### src/rtl/lowrisc_hwrng_health.sv
// rtl/lowrisc_hwrng_health.sv - byte-level repetition/adaptive health tests on RNG FIFO words
// Reads one word per FIFO request, tests its four bytes, and delivers passing words on valid/ready.
module lowrisc_hwrng_health #(
  parameter int RD_LAT        = 3,
  parameter int RCT_CUTOFF    = 4,
  parameter int APT_WIN       = 512,
  parameter int APT_CUTOFF    = 13,
  parameter int STARTUP_WORDS = 4
) (
  input  logic        clk_i,
  input  logic        rst_i,
  input  logic [31:0] fifo_out_i,
  input  logic        empty_i,
  input  logic        rderr_i,
  input  logic        wrerr_i,
  output logic        rdfifo_o,
  output logic [31:0] data_o,
  output logic        valid_o,
  input  logic        ready_i,
  input  logic        clear_i,
  output logic        alarm_o,
  output logic        rct_fail_o,
  output logic        apt_fail_o,
  output logic        err_o,
  output logic [15:0] words_o
);

  localparam int WAIT_W = (RD_LAT > 1) ? $clog2(RD_LAT) : 1;
  localparam int RCT_W  = $clog2(RCT_CUTOFF + 1);
  localparam int APT_W  = $clog2(APT_WIN + 1);
  localparam int POS_W  = $clog2(APT_WIN);
  localparam int SU_W   = (STARTUP_WORDS > 0) ? $clog2(STARTUP_WORDS + 1) : 1;

  localparam logic [WAIT_W-1:0] WAIT_LAST = WAIT_W'(RD_LAT - 1);
  localparam logic [RCT_W-1:0]  RCT_MAX   = RCT_W'(RCT_CUTOFF);
  localparam logic [APT_W-1:0]  APT_MAX   = APT_W'(APT_WIN);
  localparam logic [APT_W-1:0]  APT_LIM   = APT_W'(APT_CUTOFF);
  localparam logic [SU_W-1:0]   SU_DONE   = SU_W'(STARTUP_WORDS);

  localparam logic [1:0] IDLE = 2'd0;
  localparam logic [1:0] REQ  = 2'd1;
  localparam logic [1:0] WAIT = 2'd2;
  localparam logic [1:0] TEST = 2'd3;

  logic [1:0]        state;
  logic [WAIT_W-1:0] wait_cnt;
  logic [31:0]       word;
  logic [1:0]        byte_idx;
  logic [7:0]        prev_byte;
  logic [RCT_W-1:0]  rct_cnt;
  logic [7:0]        apt_ref;
  logic [APT_W-1:0]  apt_cnt;
  logic [POS_W-1:0]  apt_pos;
  logic [SU_W-1:0]   startup_cnt;

  logic [7:0]       cur_byte;
  logic             rct_match;
  logic [RCT_W-1:0] rct_nxt;
  logic             rct_hit;
  logic             apt_start;
  logic [APT_W-1:0] apt_nxt;
  logic             apt_hit;
  logic             startup_done;
  logic             drop;

  assign rdfifo_o = (state == REQ);
  assign alarm_o  = rct_fail_o | apt_fail_o;

  always_comb begin
    cur_byte = word[7:0];
    case (byte_idx)
      2'd0:    cur_byte = word[7:0];
      2'd1:    cur_byte = word[15:8];
      2'd2:    cur_byte = word[23:16];
      default: cur_byte = word[31:24];
    endcase
  end

  // rct_cnt == 0 only after reset/clear, so it doubles as the "no previous byte" flag
  assign rct_match = (rct_cnt != '0) && (cur_byte == prev_byte);
  assign rct_nxt   = !rct_match ? RCT_W'(1) :
                     (rct_cnt == RCT_MAX) ? rct_cnt : rct_cnt + RCT_W'(1);
  assign rct_hit   = (rct_nxt >= RCT_MAX);

  assign apt_start = (apt_pos == '0);
  assign apt_nxt   = apt_start ? APT_W'(1) :
                     ((cur_byte == apt_ref) && (apt_cnt != APT_MAX)) ? apt_cnt + APT_W'(1) : apt_cnt;
  assign apt_hit   = (apt_nxt > APT_LIM);

  assign startup_done = (startup_cnt == SU_DONE);
  // alarm_o already carries failures from earlier bytes of this word
  assign drop = alarm_o | rct_hit | apt_hit | !startup_done;

  always_ff @(posedge clk_i) begin
    if (rst_i) begin
      state       <= IDLE;
      wait_cnt    <= '0;
      word        <= '0;
      byte_idx    <= '0;
      prev_byte   <= '0;
      rct_cnt     <= '0;
      apt_ref     <= '0;
      apt_cnt     <= '0;
      apt_pos     <= '0;
      startup_cnt <= '0;
      data_o      <= '0;
      valid_o     <= 1'b0;
      rct_fail_o  <= 1'b0;
      apt_fail_o  <= 1'b0;
      err_o       <= 1'b0;
      words_o     <= '0;
    end else begin
      if (valid_o && ready_i) valid_o <= 1'b0;
      if (clear_i) begin
        state       <= IDLE;
        rct_cnt     <= '0;
        apt_cnt     <= '0;
        apt_pos     <= '0;
        startup_cnt <= '0;
        rct_fail_o  <= 1'b0;
        apt_fail_o  <= 1'b0;
        err_o       <= 1'b0;
      end else begin
        if (rderr_i || wrerr_i) err_o <= 1'b1;
        case (state)
          IDLE: begin
            if (!empty_i && !valid_o && !alarm_o) state <= REQ;
          end
          REQ: begin
            wait_cnt <= '0;
            state    <= WAIT;
          end
          WAIT: begin
            if (wait_cnt == WAIT_LAST) begin
              word     <= fifo_out_i;
              byte_idx <= '0;
              state    <= TEST;
            end else begin
              wait_cnt <= wait_cnt + WAIT_W'(1);
            end
          end
          TEST: begin
            prev_byte <= cur_byte;
            rct_cnt   <= rct_nxt;
            apt_cnt   <= apt_nxt;
            apt_pos   <= apt_pos + POS_W'(1);
            byte_idx  <= byte_idx + 2'd1;
            if (apt_start) apt_ref <= cur_byte;
            if (rct_hit) rct_fail_o <= 1'b1;
            if (apt_hit) apt_fail_o <= 1'b1;
            if (byte_idx == 2'd3) begin
              state <= IDLE;
              if (!startup_done) startup_cnt <= startup_cnt + SU_W'(1);
              if (!drop) begin
                data_o  <= word;
                valid_o <= 1'b1;
                if (words_o != 16'hFFFF) words_o <= words_o + 16'd1;
              end
            end
          end
          default: state <= IDLE;
        endcase
      end
    end
  end

endmodule

### config.mk
export PLATFORM = sky130hd
export DESIGN_NAME = lowrisc_hwrng_health
export DESIGN_NICKNAME = d
export VERILOG_FILES = /design/src/rtl/lowrisc_hwrng_health.sv
export SDC_FILE = /design/constraint.sdc
export NUM_CORES = 1
export LEC_CHECK = 0
export ABC_AREA = 1
export BUFFER_PORTS_ARGS = -buffer_cell sky130_fd_sc_hd__buf_2
export CORE_ASPECT_RATIO = 0.6
export CORE_MARGIN = 5
export CORE_UTILIZATION = 25
export DETAILED_ROUTE_END_ITERATION = 12
export SLEW_MARGIN = 30
export SYNTH_ARGS = -nofsm -noshare
export SYNTH_HDL_FRONTEND = slang
export SYNTH_SLANG_ARGS = --single-unit
### constraint.sdc
create_clock -name clk_i -period 5.5 [get_ports clk_i]
set_input_delay 0.55 -clock clk_i [delete_from_list [all_inputs] [get_ports clk_i]]
set_output_delay 0.55 -clock clk_i [all_outputs]
set_load 0.1 [all_outputs]
## Yosys cells after proc, flatten, opt, wreduce, memory -nomap -nowiden

Cells that the tools add are included.

| word-level totals | value |
|---|---|
| word-level logic and storage cells | 95 |
| flip-flop bits (word level) | 131 |
| input port bits | 39 |
| output and inout port bits | 54 |

| cells by class | value |
|---|---|
| bitwise operators | 7 |
| muxes and demuxes | 18 |
| eq/ne operators | 17 |
| add/subtract/negate cells | 7 |
| reduce and logical (&&, ||, !) cells | 28 |
| order comparisons | 2 |

Operator list:

| cell | count |
|---|---|
| 8-bit one-hot mux with 3 select lines | 1 |
| 10-bit 2-to-1 mux | 2 |
| 3-bit AND reduction | 6 |
| 16-bit by 1-bit adder with 16-bit output (second input constant) | 1 |
| 8-bit == test | 2 |
| 16-bit != test (second input constant) | 1 |
| 10-bit by 1-bit adder with 10-bit output (second input constant) | 1 |
| 2-bit == test (second input constant) | 5 |
| 10-bit by 4-bit greater-than comparator with 1-bit output (second input constant) | 1 |
| 2-bit 2-to-1 mux | 5 |
| 10-bit != test (second input constant) | 1 |
| 9-bit by 1-bit adder with 9-bit output (second input constant) | 1 |
| 9-bit logical NOT | 1 |
| 2-bit != test (second input constant) | 4 |
| 2-bit one-hot mux with 2 select lines | 2 |
| 2-bit one-hot mux with 4 select lines | 1 |
| 3-bit by 1-bit adder with 3-bit output (second input constant) | 2 |
| 3-bit == test (second input constant) | 2 |
| 3-bit 2-to-1 mux | 2 |
| 2-bit AND reduction | 3 |
| 1-bit logical AND | 5 |
| 1-bit 2-to-1 mux | 5 |
| 5-bit AND reduction | 1 |
| 2-bit by 1-bit adder with 2-bit output (second input constant) | 2 |
| 11 further kinds | 22 |

## Longest topological paths before layout

Gate-level depths: netlist of the first run.

| logic depth | value |
|---|---|
| depth in word-level cells | 13 |
| mapped depth | 25 |
| depth with buffers taken out | 23 |

## Worst setup path after synthesis of the first run

Ideal clock, no wire load.

| timing path | value |
|---|---|
| path kind | flip-flop to flip-flop |
| start point | register words_o[0] |
| end point | register words_o[13] |
| arrival time | 2.551 ns |
| path buffers | 0 |
| data required time | 5.390 ns |
| cell stages (with the launch flop) | 13 |
| path slack | 2.839 ns |
| library setup time | 0.110 ns |
| cell sequence | dfxtp_1 > ha_1 > nand2_1 > nor3_1 > nand4_1 > nor2_1 > inv_1 > nor2_1 > clkinv_1 > nand4_1 > nand2_1 > inv_1 > nor2_1 |

| on the way | value |
|---|---|
| cells in the longest elaborated chain, start to end | 2 |
| elaborated cells between the ends (all ways) | 3 |
| classes of those cells | 1 x add/sub; 1 x eq/ne; 1 x reduce/logical |

RTL lines:

| what | RTL line | source |
|---|---|---|
| from (decl) | 25 | `output logic [15:0] words_o` |
| from (signal assigned) | 157 | `if (words_o != 16'hFFFF) words_o <= words_o + 16'd1;` |
| branches (longest 2 deep; another with 16-bit by 1-bit adder with 16-bit output) | -- |  |

Parallel ways; which one is timed is not known.
A chain may end at the register's enable or synchronous reset.

## Worst setup path in the final report of the first run

| timing path | value |
|---|---|
| start point | register byte_idx[0] |
| end point | register words_o[0] |

| on the way | value |
|---|---|
| cells in the longest elaborated chain, start to end | 11 |
| elaborated cells between the ends (all ways) | 19 |
| classes of those cells | 2 x order compare; 5 x eq/ne; 4 x mux; 4 x bitwise; 4 x reduce/logical |

RTL lines:

| what | RTL line | source |
|---|---|---|
| from (decl) | 48 | `logic [1:0] byte_idx;` |
| from (signal assigned) | 147 | `byte_idx <= byte_idx + 2'd1;` |
| 2-bit == test, or another cell as far along | 71 | `case (byte_idx)` |
| 8-bit one-hot mux with 3 select lines | 71 |  |
| 8-bit == test, on equally long branches | 87, 80 |  |
| 1-bit logical AND, on equally long branches | 87, 80 |  |
| 10-bit 2-to-1 mux / 3-bit 2-to-1 mux (equally long branches) | 87, 81 |  |
| 10-bit 2-to-1 mux / 3-bit >= comparator (equally long branches) | 86, 83 |  |
| 10-bit by 4-bit greater-than comparator with 1-bit output / 1-bit bitwise OR (equally long branches) | 88, 92 |  |
| 1-bit bitwise OR (2 in a row) | 92 | `assign drop = alarm_o \| rct_hit \| apt_hit \| !startup_done;` |
| 1-bit inverter (no line) | -- |  |
| 5-bit AND reduction (no line) * | -- |  |

Mark *: on every way between the ends. The rest lies on a longest branch, timed or not.

==> results.md, run 1 <==
* Layout Nets at between 1000 and 1500
* First-pass GRT wire length at between 20000 and 30000 um
* Ports at 93
* Site Rows at 45
* Die area at a little under 30000 sq um
* CP max FO at 18
* ANT nets after route at 0
* Slew headroom at 0.3508
* R2R Setup Slk at between 1.5 and 2 ns
* Asr flop ratio synth at 0
* Vias in the first global route at about 5700
* Period utilization at 0.6989
* Top post-synthesis cells by count: nand2_1 (157), dfxtp_1 (131), nor2_1 (125), inv_1 (117), o21ai_0 (72)
* Initial antenna violation count at 0
* Net Count, Synth at 965
* Die width at around 220 um
* Area growth syn-to-layout at 20.12%
* DP Cell Count at around 1300
* Max Buffers Root-to-Sink at 2
* Final setup viols at 0
* Worst setup SP type: flop
* Setup bufs post-CTS at 0
* Least-Margin Pin Slew at roughly 0.96 ns
* Finished Layout Cells at between 1000 and 1500
* Post-synth EDFFs at 0
* TritonRoute pass-1 iters at 5
* Seq/Total Area, Yosys at 0.4075
* Power Density at approximately 280 nW/um^2
* Min cycle time layout at 3.844 ns
* Status: finished, final reports clean
* Root Driver: clkbuf_16
* Synthesized flop and latch total at 131
* Layout cells sized above 1 at 0.1720
* Max Slew Vio Count at 0
* Fmax at 0.2602 GHz
* Crit Path Category: flop to flop
* Worst Clk Skew at about 0.009 ns
* H-tree depth at 4
* DP HPWL at 12840 um
* Ys flop type: dfxtp_1
* Final Hold Vio Count at 0
* Clk Latency, worst-skew pair at between 0.4 and 0.5 ns
* CTS tree: yes
* Global route overflow at 0
* Hold Path Class: input port to flop
* Ant diodes at 0
* Via count at around 6000
* Clock Pin Slew Worst Setup and Hold Paths at roughly 0.06 ns
* Max-cap violation count at 0
* Number of distinct library cells after synthesis at 38
* DRC viols at 0
* Crit path DAT at between 4 and 5 ns
* Cell count after synthesis at 907
* Most frequent cell after synthesis: nand2_1
* Largest cells by area after synthesis: dfxtp_1 (41%), nand2_1 (9.2%), nor2_1 (7.3%), inv_1 (6.8%), o21ai_0 (5.6%)
* WL/cell at roughly 14 um
* CTS Hold Bufs at 0
* CP Capture Type: flop
* Largest net degree at the start of global routing at around 90
* Mapped Area at about 6400 sq um
* Via-per-instance ratio at roughly 4.6
* Synth warn at 0
* Gr usage total at 0.1251
* RSZ-0062 raised after global routing: false
* Yosys top cell by area: dfxtp_1
* Max IR drop VDD at 0.0001745 V
* Die height at 134.3 um
* Post-CTS sizing at 0
* WP data required at about 5.8 ns
* Initial Util at 0.2540
* Cell leakage power at approximately 0.0034 uW
* CTS sink count at roughly 130
* Buffers on Ports at 92
* Avg Cell Area, Syn at roughly 7.1 sq um
* Final RePlAce weighted congestion at 0.8157
* WL final at 17970 um
* Setup TNS at 0 ns
* CTS Buf Count at 17
* Total power draw at around 2200 uW
* Yosys top cell area share at 0.4075
* Total core area at about 25000 sq um
* Iteration-0 DRC count of the detailed router at roughly 440
critical path: stages (launching register included):
cell and delay [ns]:
dfxtp_1 0.37, ha_1 0.45, inv_2 0.20, nand2_1 0.16
o21ai_2 0.10, nand2_1 0.06, nand2_1 0.05, inv_1 0.05
nand2_1 0.05, nor2_2 0.39, nand3_2 0.26, o21ai_1 0.18
nor2_1 0.06, nand2_1 0.16, nand2_1 0.10, nor2_4 0.30
nand2_2 0.32, nor2_1 0.27, nand2_1 0.08, nand2_1 0.06
nor2_1 0.06
state kept, by name, summed over array words and instances (netlist names):
name	cells
apt_cnt	10
apt_fail_o	1
apt_pos	9
apt_ref	8
byte_idx	2
data_o	32
err_o	1
prev_byte	8
rct_cnt	3
rct_fail_o	1
startup_cnt	3
state	2
valid_o	1
wait_cnt	2
word	32
words_o	16
metal layers:
metal / share of wire / global-route usage / up-vias
li1: - / - / 3119
met1: 0.53 / 0.1896 / 2763
met2: 0.40 / 0.1735 / 150
met4: 0.0090 / 0.03332 / 0
met3: 0.058 / 0.03271 / 17
met5: 0 / 0 / -
cell families after synthesis:
kind of cell | after synthesis | share of synthesized area
flops | 131 | 0.4075
simple gates | 394 | 0.2710
buf+inv | 162 | 0.1058
xor+xnor | 8 | 0.01089
compound gates | 193 | 0.1680
fa+ha+maj | 19 | 0.03694
placed cells by master, fill, tap and decap left out, types with 2 or more instances in the layout:
cell type,n
bufinv_16,2
clkinvlp_4,2
buf_2,92
buf_4,4
nor4_1,5
nand4_1,43
a31oi_1,2
dfxtp_1,131
xor2_1,6
inv_6,3
nand3_1,27
a21oi_1,61
clkinv_2,3
inv_2,3
o21ai_0,72
nor2_1,123
o21ai_1,23
nor2_4,2
nand2_1,157
ha_1,18
nor2_2,5
a211oi_1,11
a21oi_2,16
nor3_1,19
o21ai_2,5
xnor2_1,2
nand2_2,5
clkbuf_8,3
nand3_2,2
clkbuf_16,17
inv_1,117
per-stage QoR:
step	hold slack, ns	util	setup slack [ns]	instance area (sq um)
after floorplan	0.4315	-	2.839	6436
final	0.3410	0.3051	1.656	7731
after global routing	0.3443	0.3051	1.143	7731
after detailed placement	0.4550	0.2809	1.571	7117
after global placement	0.4515	0.2807	1.788	7112
after CTS	0.3338	0.3042	1.565	7709
area by class of cell:
type                    count  area, sq um
inverters                 121        454.2
clock inverters            11        125.1
multi-input cells         614         3141
well taps                 329        411.6
fillers                  2713        17610
flip-flops and latches    131         2623
repair buffers             97        510.5
clock buffers              20        466.7
report_power, final:
part / leakage, uW / switching [uW] / internal, uW
combinational: 0.00204 / 55.3 / 25.8
sequential: 0.00106 / 2.93 / 953
clock: 0.000289 / 457 / 704
worst paths after layout:
path                                   to  cells past startpoint                     start
setup / recovery  words_o[0]$_SDFFE_PP0P_                     20  byte_idx[0]$_SDFFE_PP0P_
hold / removal         err_o$_SDFFE_PP0P_                      3                   rderr_i
setup reg to reg  words_o[0]$_SDFFE_PP0P_                     20  byte_idx[0]$_SDFFE_PP0P_
hold reg to reg   rct_fail_o$_SDFFE_PP0P_                      2   rct_fail_o$_SDFFE_PP0P_
No activity file was read; power rests on OpenSTA's default activity.
==> run 2, diff against run 1 <==
--- a/config.mk
+++ b/config.mk
@@ -5,7 +5,7 @@
 export SDC_FILE = /design/constraint.sdc
 export NUM_CORES = 1
 export LEC_CHECK = 0
-export ABC_AREA = 1
+export ABC_AREA = 0
 export BUFFER_PORTS_ARGS = -buffer_cell sky130_fd_sc_hd__buf_2
 export CORE_ASPECT_RATIO = 0.6
 export CORE_MARGIN = 5
==> constraint.sdc (replaced) <==
create_clock -name clk_i -period 3.54 [get_ports clk_i]
set_input_delay 0.354 -clock clk_i [delete_from_list [all_inputs] [get_ports clk_i]]
set_output_delay 0.354 -clock clk_i [all_outputs]
set_load 0.1 [all_outputs]
==> run 2 against run 1 <==
The flow now finishes with violations (setup timing). Critical endpoint is now words_o[10]$_SDFFE_PP0P_. Final cell count decreased by 10%. Clock skew barely moved. Register-to-register slack worse by 1.8 ns. Combinational power is 0.7% lower. First-iteration DRC count up 3.9%. Global-route usage up 0.63 points. Non-clock buffer count is 57 higher. Fmax increased by 5.7%. Critical path depth shrank 5. Die area down 5.0%. Power up 48%. Synthesized area shrank 5.3%.
==> results.md, run 2 <==
* Buffers on Ports at 92 (unchanged)
* WL final at 18290 um (was 17970 um)
* Clk Latency, worst-skew pair at 0.41 ns (was 0.42 ns)
* CP max FO at 6 (was 18)
* Least-Margin Pin Slew at 0.7384 ns (was 0.9650 ns)
* Iteration-0 DRC count of the detailed router at 452 (was 435)
* Root Driver: clkbuf_16 (unchanged)
* Switch Pwr at 693.6 uW (was 515.6 uW)
* WL/cell at 15.36 um (was 13.58 um)
* WP data required at 3.84 ns (was 5.81 ns)
* Synthesized flop and latch total at 131 (unchanged)
* Number of distinct library cells after synthesis at 60 (was 38)
* Switching share of total power at 0.2128 (was 0.2346)
* Global route overflow at 0 (unchanged)
* Combinational share of power at 0.025 (was 0.037)
* Mapped Area at 6095 sq um (was 6436 sq um)
* Fill count at 2534 (was 2713)
* CP Capture Type: flop (unchanged)
* Seq/Total Area, Yosys at 0.4303 (was 0.4075)
* Commonest non-fill, non-tap cell in the layout: dfxtp_1 (was nand2_1)
* Critical path, cell by cell: inv_4 > ha_4 > a222oi_1 > mux2i_1 > xnor2_1 > nand4_2 > buf_4 > buf_6 > nor3_4 > xor2_1 > nand2_2 > o2111a_2 > buf_12 > nand4_1 > mux2_4 (was ha_1 > inv_2 > nand2_1 > o21ai_2 > nand2_1 > nand2_1 > inv_1 > nand2_1 > nor2_2 > nand3_2 > o21ai_1 > nor2_1 > nand2_1 > nand2_1 > nor2_4 > nand2_2 > nor2_1 > nand2_1 > nand2_1 > nor2_1)
* Slowest stage cell, crit path: a222oi_1 (was ha_1)
* Vias in the first global route at 5366 (was 5708)
* Worst setup SP type: flop (unchanged)
* Max Slew Vio Count at 0 (unchanged)
* Yosys top cell area share at 0.4303 (was 0.4075)
* Top post-synthesis cells by count: dfxtp_1 (131), nand2_1 (121), nor2_1 (83), a21oi_1 (75), mux2i_1 (45) (was nand2_1 (157), dfxtp_1 (131), nor2_1 (125), inv_1 (117), o21ai_0 (72))
* DRC viols at 0 (unchanged)
* CTS Buf Count at 17 (unchanged)
* Clock Pin Slew Worst Setup and Hold Paths at 0.06 ns (about the same)
* Status: finished, violations left (was finished, final reports clean)
* P_int at 2565 uW (was 1683 uW)
* Initial antenna violation count at 0 (unchanged)
* Post-synth EDFFs at 0 (unchanged)
* Die width at 211.6 um (was 217.1 um)
* Die area at 27700 sq um (was 29160 sq um)
* Yosys top cell by area: dfxtp_1 (unchanged)
* Layout Cell Area excl Fill at 8227 sq um (was 7731 sq um)
* First-pass GRT wire length at 28770 um (was 29770 um)
* Ant diodes at 0 (unchanged)
* Hold Path Class: input port to flop (unchanged)
* Fmax at 0.2751 GHz (was 0.2602 GHz)
* Met1 Usage GRT at 0.1942 (was 0.1896)
* Final RePlAce weighted congestion at 0.8671 (was 0.8157)
* Via count at 5597 (was 6049)
* Die height at 130.9 um (was 134.3 um)
* Failing checks: setup timing
* Via-per-instance ratio at 4.699 (was 4.572)
* Largest net degree at the start of global routing at 66 (was 91)
* Layer with the highest usage: met1 (unchanged)
* Layout cells sized above 1 at 0.2681 (was 0.1720)
* Dpl cell area at 7089 sq um (was 7117 sq um)
* Max-cap violation count at 0 (unchanged)
* Most frequent cells in the layout: dfxtp_1 (129), nand2_1 (120), buf_2 (91), nor2_1 (82), a21oi_1 (71) (was nand2_1 (157), dfxtp_1 (131), nor2_1 (123), inv_1 (117), buf_2 (92))
* Final Hold Vio Count at 0 (unchanged)
* H-tree depth at 4 (unchanged)
* Min cycle time layout at 3.635 ns (was 3.844 ns)
* Worst Path Buf+Inv at 4 (was 2)
* Ys flop type: dfxtp_1 (unchanged)
* Avg Cell Area, Syn at 8.383 sq um (was 7.096 sq um)
* TritonRoute pass-1 iters at 5 (unchanged)
* Worst Clk Skew at 0.009527 ns (was 0.009034 ns)
* Period utilization at 1.027 (was 0.6989)
* Net Count, Synth at 785 (was 965)
* Worst setup margin at -0.09489 ns (was 1.656 ns)
* Crit path DAT at 3.93 ns (was 4.15 ns)
* Area growth syn-to-layout at 34.98% (was 20.12%)
* Worst path max stage delay at 0.52 ns (was 0.45 ns)
* Ports at 93 (unchanged)
* Cell leakage power at 0.003113 uW (was 0.003382 uW)
* Seq pwr share at 0.453 (was 0.435)
* Max IR drop VDD at 0.0003130 V (was 0.0001745 V)
* Power Density at 396.1 nW/um^2 (was 284.3 nW/um^2)
* ANT nets after route at 0 (unchanged)
* Biggest regs: data_o: 32 flops, word: 32 flops, words_o: 16 flops (unchanged)
* Most frequent cell after synthesis: dfxtp_1 (was nand2_1)
* Max Buffers Root-to-Sink at 2 (unchanged)
* Largest cells by area after synthesis: dfxtp_1 (43%), nand2_1 (7.5%), mux2i_1 (7.4%), a21oi_1 (6.2%), nor2_1 (5.1%) (was dfxtp_1 (41%), nand2_1 (9.2%), nor2_1 (7.3%), inv_1 (6.8%), o21ai_0 (5.6%))
* RSZ-0062 raised after global routing: true (was false)
* Setup TNS at -1.205 ns (was 0 ns)
* Synth warn at 0 (unchanged)
* CTS sink count at 131 (unchanged)
* Site Rows at 44 (was 45)
* Asr flop ratio synth at 0 (unchanged)
* Layout Nets at 916 (was 1040)
* Met3 usage at 0.04152 (was 0.03271)
* Cell count after synthesis at 727 (was 907)
* DP HPWL at 12590 um (was 12840 um)
* Total core area at 24110 sq um (was 25340 sq um)
* Final setup viols at 28 (was 0)
* Slew headroom at 0.5050 (was 0.3508)
* Critical path's top delay family: compound AO/OA/AOI/OAI gates (was simple AND/OR/NAND/NOR gates)
* Initial Util at 0.2528 (was 0.2540)
* Crit Path Category: flop to flop (unchanged)
* Clk pwr share at 0.522 (was 0.528)
* Gr usage total at 0.1315 (was 0.1251)
* GR met2 Demand/Resource at 0.1802 (was 0.1735)
* CTS tree: yes (unchanged)
run 2: per-layer routing:
layer | part of all wire | wire length, um | vias up
li1 | - | - | 2771
met1 | 0.51 | 9326 | 2639
met2 | 0.40 | 7344 | 169
met3 | 0.078 | 1421 | 18
met4 | 0.011 | 201 | 0
met5 | 0 | 0 | -
run 2: power by group through the flow:
stage	Combinational [uW]	Sequential, uW	Clock, uW
global route	88.9	1480	1810
detailed placement	80.1	1510	0
floorplan	41.7	1510	0
finish	80.5	1480	1700
global placement	79.7	1510	0
CTS	80.8	1480	1740
run 2: kinds of logic (layout without fill, tap and decap cells):
logic type      Yosys count  in the layout  synth area share
fa+ha+maj                19             19           0.03901
xor+xnor                 31             31           0.04455
buf+inv                  74            216           0.05748
simple gates            294            294            0.2186
flops                   131            131            0.4303
compound gates          129            129            0.1287
mux                      49             49           0.08130
run 2: metrics by stage:
step / utilization / cells / setup WS (ns) / total power (uW) / hold slack, ns
floorplan: - / 727 / 0.1920 / 1556 / 0.4481
global placement: 0.2940 / 1141 / -0.1406 / 1590 / 0.4552
detailed placement: 0.2940 / 1141 / -0.2232 / 1590 / 0.4591
CTS: 0.3332 / 1185 / -0.05517 / 3298 / 0.1481
global route: 0.3412 / 1191 / -0.2861 / 3378 / 0.1454
finish: 0.3412 / 1191 / -0.09489 / 3259 / 0.1580
run 2: what timing repair did:
| item | 4_1_cts | 5_1_grt |
|---|---|---|
| hold buffers | 0 | 0 |
| gates resized for setup | 46 | 33 |
| endpoints found under the setup margin | 49 | 50 |
| setup buffers | 14 | 6 |
| hold endpoints to repair | 0 | 0 |
| pin swaps | 14 | 26 |
| cloned | 3 | 1 |
run 2: final timing paths:
kind	slack, ns	startpoint	endpoint	cells past startpoint
worst max-delay path	-0.09	byte_idx[1]$_SDFFE_PP0P_	words_o[10]$_SDFFE_PP0P_	15
worst min-delay path	0.16	rderr_i	err_o$_SDFFE_PP0P_	3
worst min register to register	0.47	apt_ref[2]$_SDFFE_PP0P_	apt_ref[2]$_SDFFE_PP0P_	2
worst max register to register	-0.09	byte_idx[1]$_SDFFE_PP0P_	words_o[10]$_SDFFE_PP0P_	15
run 2: area by class of cell:
type | instances | area, sq um | share of cell area
clock buffer | 21 | 460.4 | 0.05597
timing repair buffer | 154 | 1117 | 0.1358
tap | 322 | 402.9 | 0.04897
multi-input combinational | 522 | 3388 | 0.4119
clock inverter | 9 | 107.6 | 0.01308
sequential | 131 | 2628 | 0.3194
inverter | 32 | 122.6 | 0.01490
run 2: worst register-to-register path: stages (launching register included):
cell	delay (ns)
dfxtp_2	0.36
inv_4	0.06
ha_4	0.17
a222oi_1	0.52
mux2i_1	0.20
xnor2_1	0.26
nand4_2	0.20
buf_4	0.19
buf_6	0.12
nor3_4	0.17
xor2_1	0.20
nand2_2	0.14
o2111a_2	0.35
buf_12	0.16
nand4_1	0.13
mux2_4	0.31
==> run 3, diff against run 2 <==
==> constraint.sdc (replaced) <==
create_clock -name clk_i -period 3.6 [get_ports clk_i]
set_input_delay 0.36 -clock clk_i [delete_from_list [all_inputs] [get_ports clk_i]]
set_output_delay 0.36 -clock clk_i [all_outputs]
set_load 0.1 [all_outputs]
==> run 3 against run 2 <==
The run still ends with setup timing left. Combinational power down 0.9%. Core utilization down 0.45 points. Power up 1.1%. Critical path type unchanged. Largest cell class unchanged. Largest power group unchanged.
==> results.md, run 3 (synthesis results as in run 2) <==
* Status: finished, violations left (unchanged)
* Failing checks: setup timing (unchanged)
* Worst setup SP type: flop (unchanged)
* Clock Pin Slew Worst Setup and Hold Paths at 0.06 ns (about the same)
* Worst Path Buf+Inv at 4 (unchanged)
* Via-per-instance ratio at 4.732 (was 4.699)
* Least-Margin Pin Slew at 0.7759 ns (was 0.7384 ns)
* Worst Clk Skew at 0.005790 ns (was 0.009527 ns)
* WL final at 17900 um (was 18290 um)
* Slew headroom at 0.4799 (was 0.5050)
* Site Rows at 44 (unchanged)
* CTS tree: yes (unchanged)
* Critical path, cell by cell: buf_6 > ha_4 > a222oi_1 > mux2i_1 > xnor2_1 > nand4_2 > buf_6 > o41ai_4 > a21oi_2 > or3_4 > o2111a_2 > buf_4 > buf_12 > mux2i_2 > nor2_1 (was inv_4 > ha_4 > a222oi_1 > mux2i_1 > xnor2_1 > nand4_2 > buf_4 > buf_6 > nor3_4 > xor2_1 > nand2_2 > o2111a_2 > buf_12 > nand4_1 > mux2_4)
* TritonRoute pass-1 iters at 5 (unchanged)
* Buffers on Ports at 92 (unchanged)
* CTS Buf Count at 17 (unchanged)
* WL/cell at 15.11 um (was 15.36 um)
* Layout Nets at 910 (was 916)
* Ports at 93 (unchanged)
* Clk Latency, worst-skew pair at 0.42 ns (was 0.41 ns)
* First-pass GRT wire length at 28310 um (was 28770 um)
* Biggest regs: data_o: 32 flops, word: 32 flops, words_o: 16 flops (unchanged)
* DP HPWL at 12350 um (was 12590 um)
* Die width at 211.6 um (unchanged)
* Initial Util at 0.2528 (unchanged)
* RSZ-0062 raised after global routing: true (unchanged)
* Number of cells on the critical path at 15 (unchanged)
* Ant diodes at 0 (unchanged)
* CP Capture Type: flop (unchanged)
* Vias in the first global route at 5216 (was 5366)
* Worst setup margin at -0.1641 ns (was -0.09489 ns)
* Crit path DAT at 4.04 ns (was 3.93 ns)
* Power Density at 406.1 nW/um^2 (was 396.1 nW/um^2)
* Finished Core Util at 0.3367 (was 0.3412)
* WHS Path Cells at 3 (unchanged)
* Crit Path Category: flop to flop (unchanged)
* Layout Cell Area excl Fill at 8118 sq um (was 8227 sq um)
* Via count at 5608 (was 5597)
* DRC viols at 0 (unchanged)
* Cell leakage power at 0.003126 uW (was 0.003113 uW)
* Max Slew Vio Count at 0 (unchanged)
* CTS sink count at 131 (unchanged)
* Commonest non-fill, non-tap cell in the layout: dfxtp_1 (unchanged)
* Total core area at 24110 sq um (unchanged)
* Layout cells sized above 1 at 0.2619 (was 0.2681)
* Most frequent cells in the layout: dfxtp_1 (129), nand2_1 (120), buf_2 (91), nor2_1 (83), a21oi_1 (72) (was dfxtp_1 (129), nand2_1 (120), buf_2 (91), nor2_1 (82), a21oi_1 (71))
* Gr usage total at 0.1292 (was 0.1315)
* Area growth syn-to-layout at 33.20% (was 34.98%)
* Dpl cell area at 7052 sq um (was 7089 sq um)
* CP most frequent cell: buf_6
* Min cycle time layout at 3.764 ns (was 3.635 ns)
* Max Buffers Root-to-Sink at 2 (unchanged)
* Worst path max stage delay at 0.54 ns (was 0.52 ns)
* CP max FO at 7 (was 6)
* Global route overflow at 0 (unchanged)
* Root Driver: clkbuf_16 (unchanged)
* Hold Path Class: input port to flop (unchanged)
* Max IR drop VDD at 0.0002802 V (was 0.0003130 V)
* Final setup viols at 48 (was 28)
* Initial antenna violation count at 0 (unchanged)
* Final Hold Vio Count at 0 (unchanged)
* Iteration-0 DRC count of the detailed router at 397 (was 452)
* Fmax at 0.2657 GHz (was 0.2751 GHz)
* Die height at 130.9 um (unchanged)
* Slowest stage cell, crit path: a222oi_1 (unchanged)
* Final hold slack at 0.1570 ns (was 0.1580 ns)
* Period utilization at 1.046 (was 1.027)
* ANT nets after route at 0 (unchanged)
* CTS Hold Bufs at 0 (unchanged)
* Critical path's top delay family: compound AO/OA/AOI/OAI gates (unchanged)
* R2R cell count at 15 (unchanged)
* Max-cap violation count at 0 (unchanged)
* H-tree depth at 4 (unchanged)
* WP data required at 3.87 ns (was 3.84 ns)
* Largest net degree at the start of global routing at 63 (was 66)
* Die area at 27700 sq um (unchanged)
* Final RePlAce weighted congestion at 0.8754 (was 0.8671)
==> run 3: changes by cell type in the layout (fill, tap and decap cells not counted), sizes merged <==
cell | before | now
clkbuf | 22 | 19
buf | 153 | 147
inv | 31 | 32
bufinv | 2 | 3
clkinv | 6 | 7
==> run 3: repair_timing <==
item | CTS | global route
setup endpoints to repair | 47 | 49
setup buffers | 12 | 5
cloned | 3 | 1
resized for setup | 35 | 23
pin swaps | 17 | 16
==> run 3: per-layer routing <==
layer / wire length (um) / part of all wire / up-vias / GRT usage
met5: 0 / 0 / - / 0
met4: 151 / 0.0084 / 0 / 0.03444
met3: 1235 / 0.069 / 15 / 0.03913
met2: 6843 / 0.38 / 160 / 0.1695
met1: 9670 / 0.54 / 2678 / 0.2000
li1: - / - / 2755 / -
==> run 3: worst reg2reg max path, cell delays in order, from the launching register on <==
cell	delay [ns]
dfxtp_2	0.32
buf_6	0.12
ha_4	0.18
a222oi_1	0.54
mux2i_1	0.21
xnor2_1	0.25
nand4_2	0.21
buf_6	0.20
o41ai_4	0.37
a21oi_2	0.08
or3_4	0.39
o2111a_2	0.21
buf_4	0.17
buf_12	0.14
mux2i_2	0.18
nor2_1	0.06
==> run 3: layout make-up <==
type                            count  area (sq um)
Sequential cell                   131          2628
Inverter                           32         122.6
Tap cell                          322         402.9
Clock buffer                       18         439.2
Clock inverter                     12         158.9
Multi-Input combinational cell    522          3349
Fill cell                        2519         16000
Timing Repair Buffer              148          1017
==> run 3: path summary, 6_finish.rpt <==
check | start | endpoint | slack, ns
max | byte_idx[1]$_SDFFE_PP0P_ | data_o[15]$_SDFFE_PP0P_ | -0.16
min | rderr_i | err_o$_SDFFE_PP0P_ | 0.16
max reg2reg | byte_idx[1]$_SDFFE_PP0P_ | data_o[15]$_SDFFE_PP0P_ | -0.16
min reg2reg | apt_ref[2]$_SDFFE_PP0P_ | apt_ref[2]$_SDFFE_PP0P_ | 0.47
==> run 3: per-stage QoR <==
step	setup slack [ns]	cells	power [uW]	setup TNS (ns)
after global placement	-0.07657	1136	1564	-0.8502
after CTS	0.001734	1181	3326	0
after floorplan	0.2520	727	1530	0
after global routing	-0.3171	1185	3397	-12.42
after detailed placement	-0.1103	1136	1564	-1.767
final	-0.1641	1185	3296	-4.854
==> run 3: power breakdown <==
| group | switching, uW | internal [uW] | total, uW |
|---|---|---|---|
| logic | 54.5 | 25.3 | 79.8 |
| registers | 1.62 | 1450 | 1450 |
| clock network | 662 | 1100 | 1760 |
| total | 718 | 2580 | 3300 |
